$ cat src/rtl/sdf_delay_line.sv
`default_nettype none
// ============================================================================
//  Module      : sdf_delay_line
//  Description : Complex (R/I) run-time selectable delay line for single-path
//                delay feedback FFT stages. A circular buffer of MAX_DELAY
//                entries advances only on enabled samples; a fill tracker
//                marks when the registered output carries real data.
//                Optional feature macro: SDF_DELAY_BYPASS_EN (adds the
//                bypass port and a one-clock pass-through path).
//  Revision    : 1.0 - initial release
// ============================================================================
module sdf_delay_line #(
   parameter int WIDTH         = 24,
   parameter int MAX_DELAY     = 64,
   parameter int ADDR_W        = 6,
   parameter int DEFAULT_DELAY = 8
) (
   input  logic              clk,
   input  logic              rst,
   input  logic              en,
`ifdef SDF_DELAY_BYPASS_EN
   input  logic              bypass,
`endif
   input  logic              cfg_load,
   input  logic [ADDR_W:0]   delay_sel,
   input  logic [WIDTH-1:0]  dataIn_R,
   input  logic [WIDTH-1:0]  dataIn_I,
   output logic [WIDTH-1:0]  dataOut_R,
   output logic [WIDTH-1:0]  dataOut_I,
   output logic              out_valid,
   output logic [ADDR_W:0]   delay_q
);

   // Delay limits expressed at the width of the delay / fill registers.
   localparam logic [ADDR_W:0] c_max_delay     = (ADDR_W+1)'(MAX_DELAY);
   localparam logic [ADDR_W:0] c_default_delay = (ADDR_W+1)'(DEFAULT_DELAY);
   localparam logic [ADDR_W:0] c_min_delay     = (ADDR_W+1)'(1);

   // Sample storage: real part in the upper half, imaginary in the lower.
   logic [2*WIDTH-1:0] mem [MAX_DELAY];

   // Registered state.
   logic [ADDR_W-1:0]  wr_ptr_q,     wr_ptr_d;
   logic [ADDR_W:0]    fill_cnt_q,   fill_cnt_d;
   logic [ADDR_W:0]    delay_d;
   logic [WIDTH-1:0]   dout_r_q,     dout_r_d;
   logic [WIDTH-1:0]   dout_i_q,     dout_i_d;
   logic               out_valid_q,  out_valid_d;

   // Combinational helpers.
   logic [2*WIDTH-1:0] w_din;
   logic [2*WIDTH-1:0] w_rd;
   logic [ADDR_W:0]    w_delay_clamped;
   logic               w_ptr_last;
   logic               w_line_full;
   logic               w_mem_we;

   assign w_din = {dataIn_R, dataIn_I};

   // Read happens before the write of the same beat, so the oldest sample
   // still lives at the write pointer when it is fetched.
   assign w_rd = mem[wr_ptr_q];

   // The pointer wraps at the active delay, not at the storage depth.
   assign w_ptr_last  = ({1'b0, wr_ptr_q} == (delay_q - c_min_delay));
   assign w_line_full = (fill_cnt_q == delay_q);

   // Requested delay is clamped into 1..MAX_DELAY before being latched.
   always_comb begin
      w_delay_clamped = delay_sel;
      if (delay_sel == '0) begin
         w_delay_clamped = c_min_delay;
      end else if (delay_sel > c_max_delay) begin
         w_delay_clamped = c_max_delay;
      end
   end

   // Memory is written only on ordinary delayed beats; loads and bypass
   // beats leave the stored history untouched.
   always_comb begin
      w_mem_we = en && !cfg_load;
`ifdef SDF_DELAY_BYPASS_EN
      if (bypass) begin
         w_mem_we = 1'b0;
      end
`endif
   end

   // Next-state logic: load has priority, then bypass, then a delayed beat.
   always_comb begin
      delay_d     = delay_q;
      wr_ptr_d    = wr_ptr_q;
      fill_cnt_d  = fill_cnt_q;
      dout_r_d    = dout_r_q;
      dout_i_d    = dout_i_q;
      out_valid_d = 1'b0;

      if (cfg_load) begin
         // Restart the line at the new depth; a coincident sample is dropped.
         delay_d    = w_delay_clamped;
         wr_ptr_d   = '0;
         fill_cnt_d = '0;
         dout_r_d   = '0;
         dout_i_d   = '0;
`ifdef SDF_DELAY_BYPASS_EN
      end else if (en && bypass) begin
         // Pass-through with one clock of latency; history is frozen.
         dout_r_d    = dataIn_R;
         dout_i_d    = dataIn_I;
         out_valid_d = 1'b1;
`endif
      end else if (en) begin
         wr_ptr_d = w_ptr_last ? '0 : (wr_ptr_q + 1'b1);
         if (w_line_full) begin
            dout_r_d    = w_rd[2*WIDTH-1:WIDTH];
            dout_i_d    = w_rd[WIDTH-1:0];
            out_valid_d = 1'b1;
         end else begin
            // Still filling: emit zeros and count the accepted sample.
            dout_r_d   = '0;
            dout_i_d   = '0;
            fill_cnt_d = fill_cnt_q + c_min_delay;
         end
      end
   end

   // Control and output registers, cleared asynchronously.
   always_ff @(posedge clk or posedge rst) begin
      if (rst) begin
         delay_q     <= c_default_delay;
         wr_ptr_q    <= '0;
         fill_cnt_q  <= '0;
         dout_r_q    <= '0;
         dout_i_q    <= '0;
         out_valid_q <= 1'b0;
      end else begin
         delay_q     <= delay_d;
         wr_ptr_q    <= wr_ptr_d;
         fill_cnt_q  <= fill_cnt_d;
         dout_r_q    <= dout_r_d;
         dout_i_q    <= dout_i_d;
         out_valid_q <= out_valid_d;
      end
   end

   // Sample storage is not reset; the fill tracker masks stale contents.
   always_ff @(posedge clk) begin
      if (w_mem_we) begin
         mem[wr_ptr_q] <= w_din;
      end
   end

   assign dataOut_R = dout_r_q;
   assign dataOut_I = dout_i_q;
   assign out_valid = out_valid_q;

endmodule
`default_nettype wire

$ cat config.mk
export PLATFORM = sky130hd
export DESIGN_NAME = sdf_delay_line
export DESIGN_NICKNAME = d
export VERILOG_FILES = /design/src/rtl/sdf_delay_line.sv
export SDC_FILE = /design/constraint.sdc
export NUM_CORES = 2
export LEC_CHECK = 0
export ABC_AREA = 1
export CAP_MARGIN = 20
export CORE_ASPECT_RATIO = 0.75
export CORE_MARGIN = 8
export CORE_UTILIZATION = 50
export DETAILED_ROUTE_END_ITERATION = 16
export GPL_ROUTABILITY_DRIVEN = 1
export HOLD_SLACK_MARGIN = 0.06
export PLACE_DENSITY_LB_ADDON = 0.05
export SYNTH_ARGS = -nofsm -noshare
export SYNTH_HDL_FRONTEND = slang
export SYNTH_SLANG_ARGS = --single-unit
$ cat constraint.sdc
create_clock -name clk -period 5.39 [get_ports clk]
set_clock_uncertainty 0.15 [all_clocks]
set_input_delay 1.617 -clock clk [delete_from_list [all_inputs] [get_ports clk]]
set_output_delay 1.617 -clock clk [all_outputs]
set_load 0.005 [all_outputs]
### Word level (Yosys, flattened, before mapping)

Memory sizes are Yosys's and may differ from the RTL's.
Cells that the tools add are included.

| storage, ports and cells | value |
|---|---|
| memory bits (read-only) | 0 |
| bits of input ports | 59 |
| output and inout port bits | 56 |
| RAM bits | 3072 |
| latch bits | 0 |
| memories kept | 1 |
| bits in registers | 69 |
| logic and storage cells | 38 |

| cells by class | value |
|---|---|
| magnitude comparators | 1 |
| multiplexer cells | 19 |
| shifts and indexed selects | 0 |
| bitwise logic cells | 0 |
| $mul | 0 |
| reductions and logical operators | 5 |
| divide/modulo/power cells | 0 |
| eq/ne operators | 3 |
| $add $sub $neg | 3 |

Memory list:

| memory | words | bits a word | rd ports | clocked after memory_dff | write ports | line | text |
|---|---|---|---|---|---|---|---|
| mem | 64 | 48 | 1 | 0 | 1 | 40 | `logic [2*WIDTH-1:0] mem [MAX_DELAY];` |

Operators by type and width:

| operator | number |
|---|---|
| $mux W24 | 6 |
| $mux W7 | 5 |
| $mux W6 | 3 |
| $add A7 B1 Y7 const B | 1 |
| $eq A6 B7 Y1 | 1 |
| $eq A7 B7 Y1 | 1 |
| $gt A7 B7 Y1 const B | 1 |
| $logic_not A7 Y1 | 1 |
| $sub A7 B1 Y7 const B | 1 |
| $add A6 B1 Y6 const B | 1 |
| $mux W1 | 5 |
| $ne A2 B2 Y1 const B | 1 |
| $reduce_and A2 Y1 | 1 |
| $reduce_bool A2 Y1 | 1 |
| $logic_and A1 B1 Y1 | 1 |
| $logic_not A1 Y1 | 1 |

### Logic depth before layout (Yosys ltp)

| depth | value |
|---|---|
| depth in word-level cells | 5 |
| gate-level depth with buffers | 17 |
| gate-level depth less buffers | 13 |

### Worst setup path before layout

OpenSTA, ideal clock, no wires.

| timing | value |
|---|---|
| path kind | in2reg |
| start | input en |
| end | memory mem[40][0] (netlist name), enable pin |
| required time | 4.727 ns |
| library setup time | 0.513 ns |
| setup slack | -0.436 ns |
| arrival | 5.162 ns |
| stages | 4 |
| buffers on the path | 0 |
| cells stage by stage | inv_1 > nor2_1 > inv_1 > nor3_1 |

| between the ends | value |
|---|---|
| cells in the longest elaborated chain, start to end | 3 |

RTL lines:

| item | line | text |
|---|---|---|
| start: declaration | 20 | `input logic en,` |
| $logic_and A1 B1 Y1 | 81 | `w_mem_we = en && !cfg_load;` |
| $mux W1 | 148 | `if (w_mem_we) begin` |
| $mux W1 (not written as such) | 149 | `mem[wr_ptr_q] <= w_din;` |
| end: declaration | 40 |  |

Every way passes these cells.

### Final worst setup path

| timing | value |
|---|---|
| start | register wr_ptr_q[0] |
| end | register dout_r_q[3], in the netlist dataOut_R[3] |

| between the ends | value |
|---|---|
| cells in the longest elaborated chain, start to end | 4 |

RTL lines:

| item | line | text |
|---|---|---|
| start: declaration | 43 | `logic [ADDR_W-1:0] wr_ptr_q, wr_ptr_d;` |
| start signal: assignment | 138 | `wr_ptr_q <= wr_ptr_d;` |
| $mem_v2 Z64 W48 | n/a |  |
| $mux W24 | 114 | `if (w_line_full) begin` |
| $mux W24 | 112 | `end else if (en) begin` |
| $mux W24 | 98 | `if (cfg_load) begin` |
| end signal: assignment | 140 | `dout_r_q <= dout_r_d;` |
| end: declaration | 46 | `logic [WIDTH-1:0] dout_r_q, dout_r_d;` |

Every way passes these cells. The select of a mux whose other input is x is not followed.
A chain may end at the register's enable or synchronous reset.

==> results.py <==
metrics = {
    "status": {
        "status": "completed",
    },
    "drt": {
        "top_layer_used": "met5",
        "dr.first_iter.drc_count": 12400,
        "vias": 91700,
        "post-route-drc-count": 0,
        "drtAntennaViolNets": 0,
        "wl_met3_um": 40800,
        "met2_length_um": 186000,
        "firstDrtPassIters": 7,
        "postRouteWirelength_um": 429000,
        "via_per_inst": 5.48,
        "wl_met1_um": 186000,
        "wire_per_inst_um": 25.6,
    },
    "flow_run": {
        "cap_violations": 0,
    },
    "placed_design": {
        "hpwl_um": 257000,
        "gp_congestion": 0.893,
        "placed_area_um2": 138000,
        "io_buffers": 114,
    },
    "power": {
        "p_total_mw": 52.8,
        "powerDensity_nw_per_um2": 357,
        "ir_drop_mv": 0.262,
        "intPower_mw": 40.1,
        "switching_power_mw": 12.7,
        "p_comb_frac": 0.082,
        "pwr-share-clk": 0.409,
        "p_sw_frac": 0.241,
        "p_seq_frac": 0.510,
        "leakage_nw": 61.4,
    },
    "clock_network": {
        "insertion_delay_ns": 0.88,
        "clock-root-buffer": "clkbuf_16",
        "cts_buffers": 317,
        "cts_tree": "yes",
        "postCtsSetupRepairBufs": 0,
        "clock_path_buffers": 4,
        "cts_resized": 0,
        "clock-sinks": 3141,
        "cts_hold_buf": 0,
        "htree_levels": 5,
        "cts.clk_slew.worst_paths_ns": 0.06,
    },
    "worst_setup_path": {
        "path_buf_inv": 3,
        "rrSetupSlack_ns": 1.19,
        "startpoint_type": "flip-flop",
        "cp_top_family": "simple AND/OR/NAND/NOR gates",
        "worstPathMaxFanout": 152,
        "critPathKind": "reg -> reg",
        "cp_cell_sequence": "clkinv_16, buf_4, buf_4, nand2_1, nand2_1, nand2_1, nand2_1, nand2_1, nand2_1, nand2_1, nand2_1, nor2_1, nand2_1, nand2_1, nand2_1",
        "cp-end-kind": "flip-flop",
        "max_stage_delay_ns": 0.83,
        "cpMostUsedCell": "nand2_1",
        "critPathSlowestCell": "dfrtp_4",
        "crit_arrival_ns": 4.81,
        "crit_required_ns": 6.00,
    },
    "floorplan": {
        "die_area_um2": 280000,
        "io_pins": 115,
        "chipWidth_um": 609,
        "fp.coreArea_um2": 262000,
        "row_count": 163,
        "start_util": 0.502,
        "die_h_um": 461,
    },
    "grt": {
        "overflow": 0,
        "grt_pass1_wl_um": 618000,
        "grt_start_max_net_pins": 166,
        "antenna_found_initial": 29,
        "grt_usage": 0.300,
        "grt_pass1_vias": 85700,
    },
    "yosys": {
        "synth_seq_cells": 3141,
        "avgSynthCellArea_um2": 10.2,
        "synth.distinct_cells": 30,
        "netlist.area_leader.share": 0.700,
        "yosys-top-cells-area": "edfxtp_1, nand2_1, buf_2",
        "synthCells": 12900,
        "async_reset_ff_frac": 0.0220,
        "syn_area_um2": 132000,
        "syn_nets": 13000,
        "yosysWarnings": 0,
        "synth_ff_type": "edfxtp_1",
        "synth-seq-area-share": 0.713,
        "synth_edf_count": 3072,
        "yosysTopAreaCell": "edfxtp_1",
    },
    "timing": {
        "period_minus_slack_ns": 4.20,
        "tns_ns": 0,
        "max_slew_margin": 0.249,
        "finalSetupViolations": 0,
        "slew_viol_final": 0,
        "max_freq_mhz": 238,
        "rsz0062_at_grt": "false",
        "worst_pin_slew_ns": 1.13,
        "fin_crit_sh": 0.778,
        "hold_viol_final": 0,
    },
    "final_layout": {
        "fin_nets": 13100,
        "drive_gt1_frac": 0.0659,
        "fillCellCount": 22400,
        "fin_area_um2": 148000,
        "syn_to_final_growth_pct": 12.2,
    },
    "hold_path": {
        "hp-class": "reg -> reg",
    },
}
[flip-flops by register name, summed over array words and instances, names as in the netlist]
signal and cells:
wr_ptr_q 6, dataOut_R 24, dataOut_I 24, delay_q 7, fill_cnt_q 7, mem 3072, out_valid 1
[per-layer routing]
layer / vias to the layer above / global-route usage
met5: - / 0
met4: 4 / 0.0998
met3: 623 / 0.0489
met2: 4402 / 0.447
met1: 44700 / 0.452
li1: 41900 / -
[worst reg2reg max path: stages, from the launching register on]
cell and delay (ns):
dfrtp_4 0.83, clkinv_16 0.51, buf_4 0.69, buf_4 0.28, nand2_1 0.12, nand2_1 0.05
nand2_1 0.05, nand2_1 0.10, nand2_1 0.10, nand2_1 0.06, nand2_1 0.05, nand2_1 0.22
nor2_1 0.60, nand2_1 0.12, nand2_1 0.08, nand2_1 0.05
[kinds of logic after synthesis]
kind of cell	after synthesis	synth area share
buffers and inverters	700	0.0254
XOR/XNOR	20	0.00133
AND/OR/NAND/NOR	9020	0.258
AO/OA/AOI/OAI	35	0.00148
adder cells (fa/ha/maj)	3	0.000285
flip-flops	3141	0.713
[cells in the final DEF (no fill, tap or decap), drive strengths merged]
cell type	n
a21oi	5
buf	360
bufinv	20
clkbuf	404
clkdlybuf4s50	66
clkinv	127
clkinvlp	5
dfrtp	68
dfstp	1
diode	11
edfxtp	3072
ha	3
inv	51
nand2	8742
nand3	61
nand4	3
nor2	193
nor3	9
nor4	1
o211ai	7
o21ai	21
o22ai	2
or2	11
xnor2	10
xor2	10
[cell type report]
class | count | area (um^2) | share of cell area
Timing Repair Buffer | 426 | 4400 | 0.0298
Tap cell | 3465 | 4340 | 0.0293
Clock inverter | 156 | 1260 | 0.00854
Inverter | 47 | 220 | 0.00149
Clock buffer | 404 | 8620 | 0.0583
Sequential cell | 3141 | 94000 | 0.636
Antenna cell | 11 | 27.5 | 0.000186
Multi-Input combinational cell | 9078 | 35000 | 0.237
[final timing paths]
kind / from / to / cells past startpoint
max reg2reg: wr_ptr_q[0]$_DFFE_PP0P_ / dataOut_R[3]$_DFFE_PP0P_ / 15
max in group asynchronous: rst / delay_q[3]$_DFFE_PP1P_ / 3
max: wr_ptr_q[0]$_DFFE_PP0P_ / dataOut_R[3]$_DFFE_PP0P_ / 15
min reg2reg: fill_cnt_q[1]$_DFFE_PP0P_ / fill_cnt_q[1]$_DFFE_PP0P_ / 2
min in group asynchronous: rst / dataOut_I[11]$_DFFE_PP0P_ / 2
min: fill_cnt_q[1]$_DFFE_PP0P_ / fill_cnt_q[1]$_DFFE_PP0P_ / 2
[synthesized netlist by cell type, types with 3 or more instances]
library cell / instances
a21oi_1: 5
buf_1: 24
buf_2: 370
buf_4: 56
buf_6: 6
clkbuf_1: 197
dfrtp_1: 68
edfxtp_1: 3072
ha_1: 3
inv_1: 45
nand2_1: 8742
nand3_1: 60
nand4_1: 3
nor2_1: 192
nor3_1: 6
nor3_2: 3
o211ai_1: 7
o21ai_0: 17
o21ai_1: 4
or2_2: 10
xnor2_1: 10
xor2_1: 10
[power by group through the flow]
stage	clock network (mW)	registers, mW	logic, mW
2_1_floorplan	0	27.4	2.41
3_3_place_gp	0	27.4	4.27
3_5_place_dp	0	27.4	4.28
4_1_cts	21.8	26.9	4.29
5_1_grt	22.7	26.9	4.74
6_report	21.6	26.9	4.32
[stage by stage]
stage	util	std cells	worst slack (ns)	hold slack [ns]
final	0.563	16700	1.19	0.419
after global routing	0.563	16700	1.20	0.446
after CTS	0.563	16700	1.37	0.425
after detailed placement	0.525	16200	0.936	0.410
after global placement	0.525	16200	0.850	0.395
after floorplan	-	12900	0.411	0.322
Note: power is estimated with default switching activity, not from simulation.
==> RTL change (config.mk and constraints unchanged) <==
The parameter `ADDR_W` goes from 6 to 5.
--- a/src/rtl/sdf_delay_line.sv
+++ b/src/rtl/sdf_delay_line.sv
@@ -12,7 +12,7 @@
 module sdf_delay_line #(
    parameter int WIDTH         = 24,
    parameter int MAX_DELAY     = 64,
-   parameter int ADDR_W        = 6,
+   parameter int ADDR_W        = 5,
    parameter int DEFAULT_DELAY = 8
 ) (
    input  logic              clk,
Ports: changed (resized delay_q and delay_sel); port bits go from 115 to 113. The function was not compared with the original's and may differ.
==> RTL change against the original RTL <==
Worst setup slack better by 0.23 ns; final area shrank 47%; count of clock-buffer cells in the layout shrank 176; routed wire length down 53%; total power shrank 49%; first-iteration DRC count is 56% lower; sequential share of layout area is 2.6 points lower; sequential cell count shrank 1539; synthesized area is 47% lower; largest power group unchanged.
==> RTL change: results (changes against the original RTL) <==
Yosys
  • FFs w/ async S/R, synth: 0.0412 (+0.0192)
  • Synth area leaders: edfxtp_1 (66%), nand2_1 (15%), inv_1 (7.8%)
  • Post-Synth XOR/XNOR Area: 0.00150 (+0.000175)
  • Cell variety after synth: 24 (-20%)
  • Post-synth EDFFs: 1536 (-50%)
  • Seq/Total Area, Yosys: 0.684 (-0.0293)

Global routing
  • Initial antenna violation count: 5 (-83%)
  • Largest net degree at the start of global routing: 171 (+3.0%)
  • Overall routing resource usage: 0.261 (-0.0395)
  • Met2 usage: 0.390 (-0.0575)

Detailed routing
  • Avg WL per Cell: 21.8 µm (-15%)
  • Max Used Layer: met4
  • DR pass1 iterations: 6 (-1)
  • Met1 wire length: 91.9 mm (-51%)
  • Initial drt markers: 5445 (-56%)
  • WL met3: 15.5 mm (-62%)
  • WL final: 201 mm (-53%)

Power
  • Seq group: 0.0138 W (-49%)
  • P_clk: 0.0108 W (-50%)
  • Switching share of power: 0.235 (-0.00605)
  • LEAKAGE: 35.3 nW (-42%)

Setup path
  • Slowest-stage cell, CP: nor2_4

CTS
  • Number of CTS-inserted buffers: 161 (-49%)
  • H-tree depth: 4 (-1)
  • Longest Clk Path Bufs: 3 (-1)

Cells and area
  • Max reg flops: 1536 (-50%)
  • Layout fillers: 12111 (-46%)
  • Ratio of cells with drive above 1 in the final layout: 0.0567 (-0.00917)

Placement
  • RD Place Congestion: 0.845 (-5.4%)
  • Place WS: 0.678 ns (-0.258 ns)
  • Cells after DPL: 8918 (-45%)

Status
  • Status: finished, final reports clean
[RTL change: worst paths after layout]
| kind | from | to | slack (ns) | cells after the start |
|---|---|---|---|---|
| setup / recovery | cfg_load | mem[0][41] | 1.42 | 8 |
| hold / removal | dataOut_R[13] | dataOut_R[13] | 0.33 | 2 |
| setup reg to reg | wr_ptr_q[2] | mem[6][37] | 1.85 | 5 |
| hold reg to reg | dataOut_R[13] | dataOut_R[13] | 0.33 | 2 |
| max in group asynchronous | rst | delay_q[3] | 3.36 | 3 |
| min in group asynchronous | rst | dataOut_R[10] | 1.00 | 2 |
[RTL change: layout make-up]
cell class / count / area (µm²) / area share
inverter: 1466 / 5520 / 0.0704
clock inverter: 67 / 467 / 0.00595
clock buffer: 228 / 4530 / 0.0578
sequential: 1602 / 47800 / 0.609
tap: 1860 / 2330 / 0.0297
antenna: 1 / 2.50 / 0.0000319
timing repair buffer: 227 / 2260 / 0.0288
multi-input combinational: 3763 / 15500 / 0.198
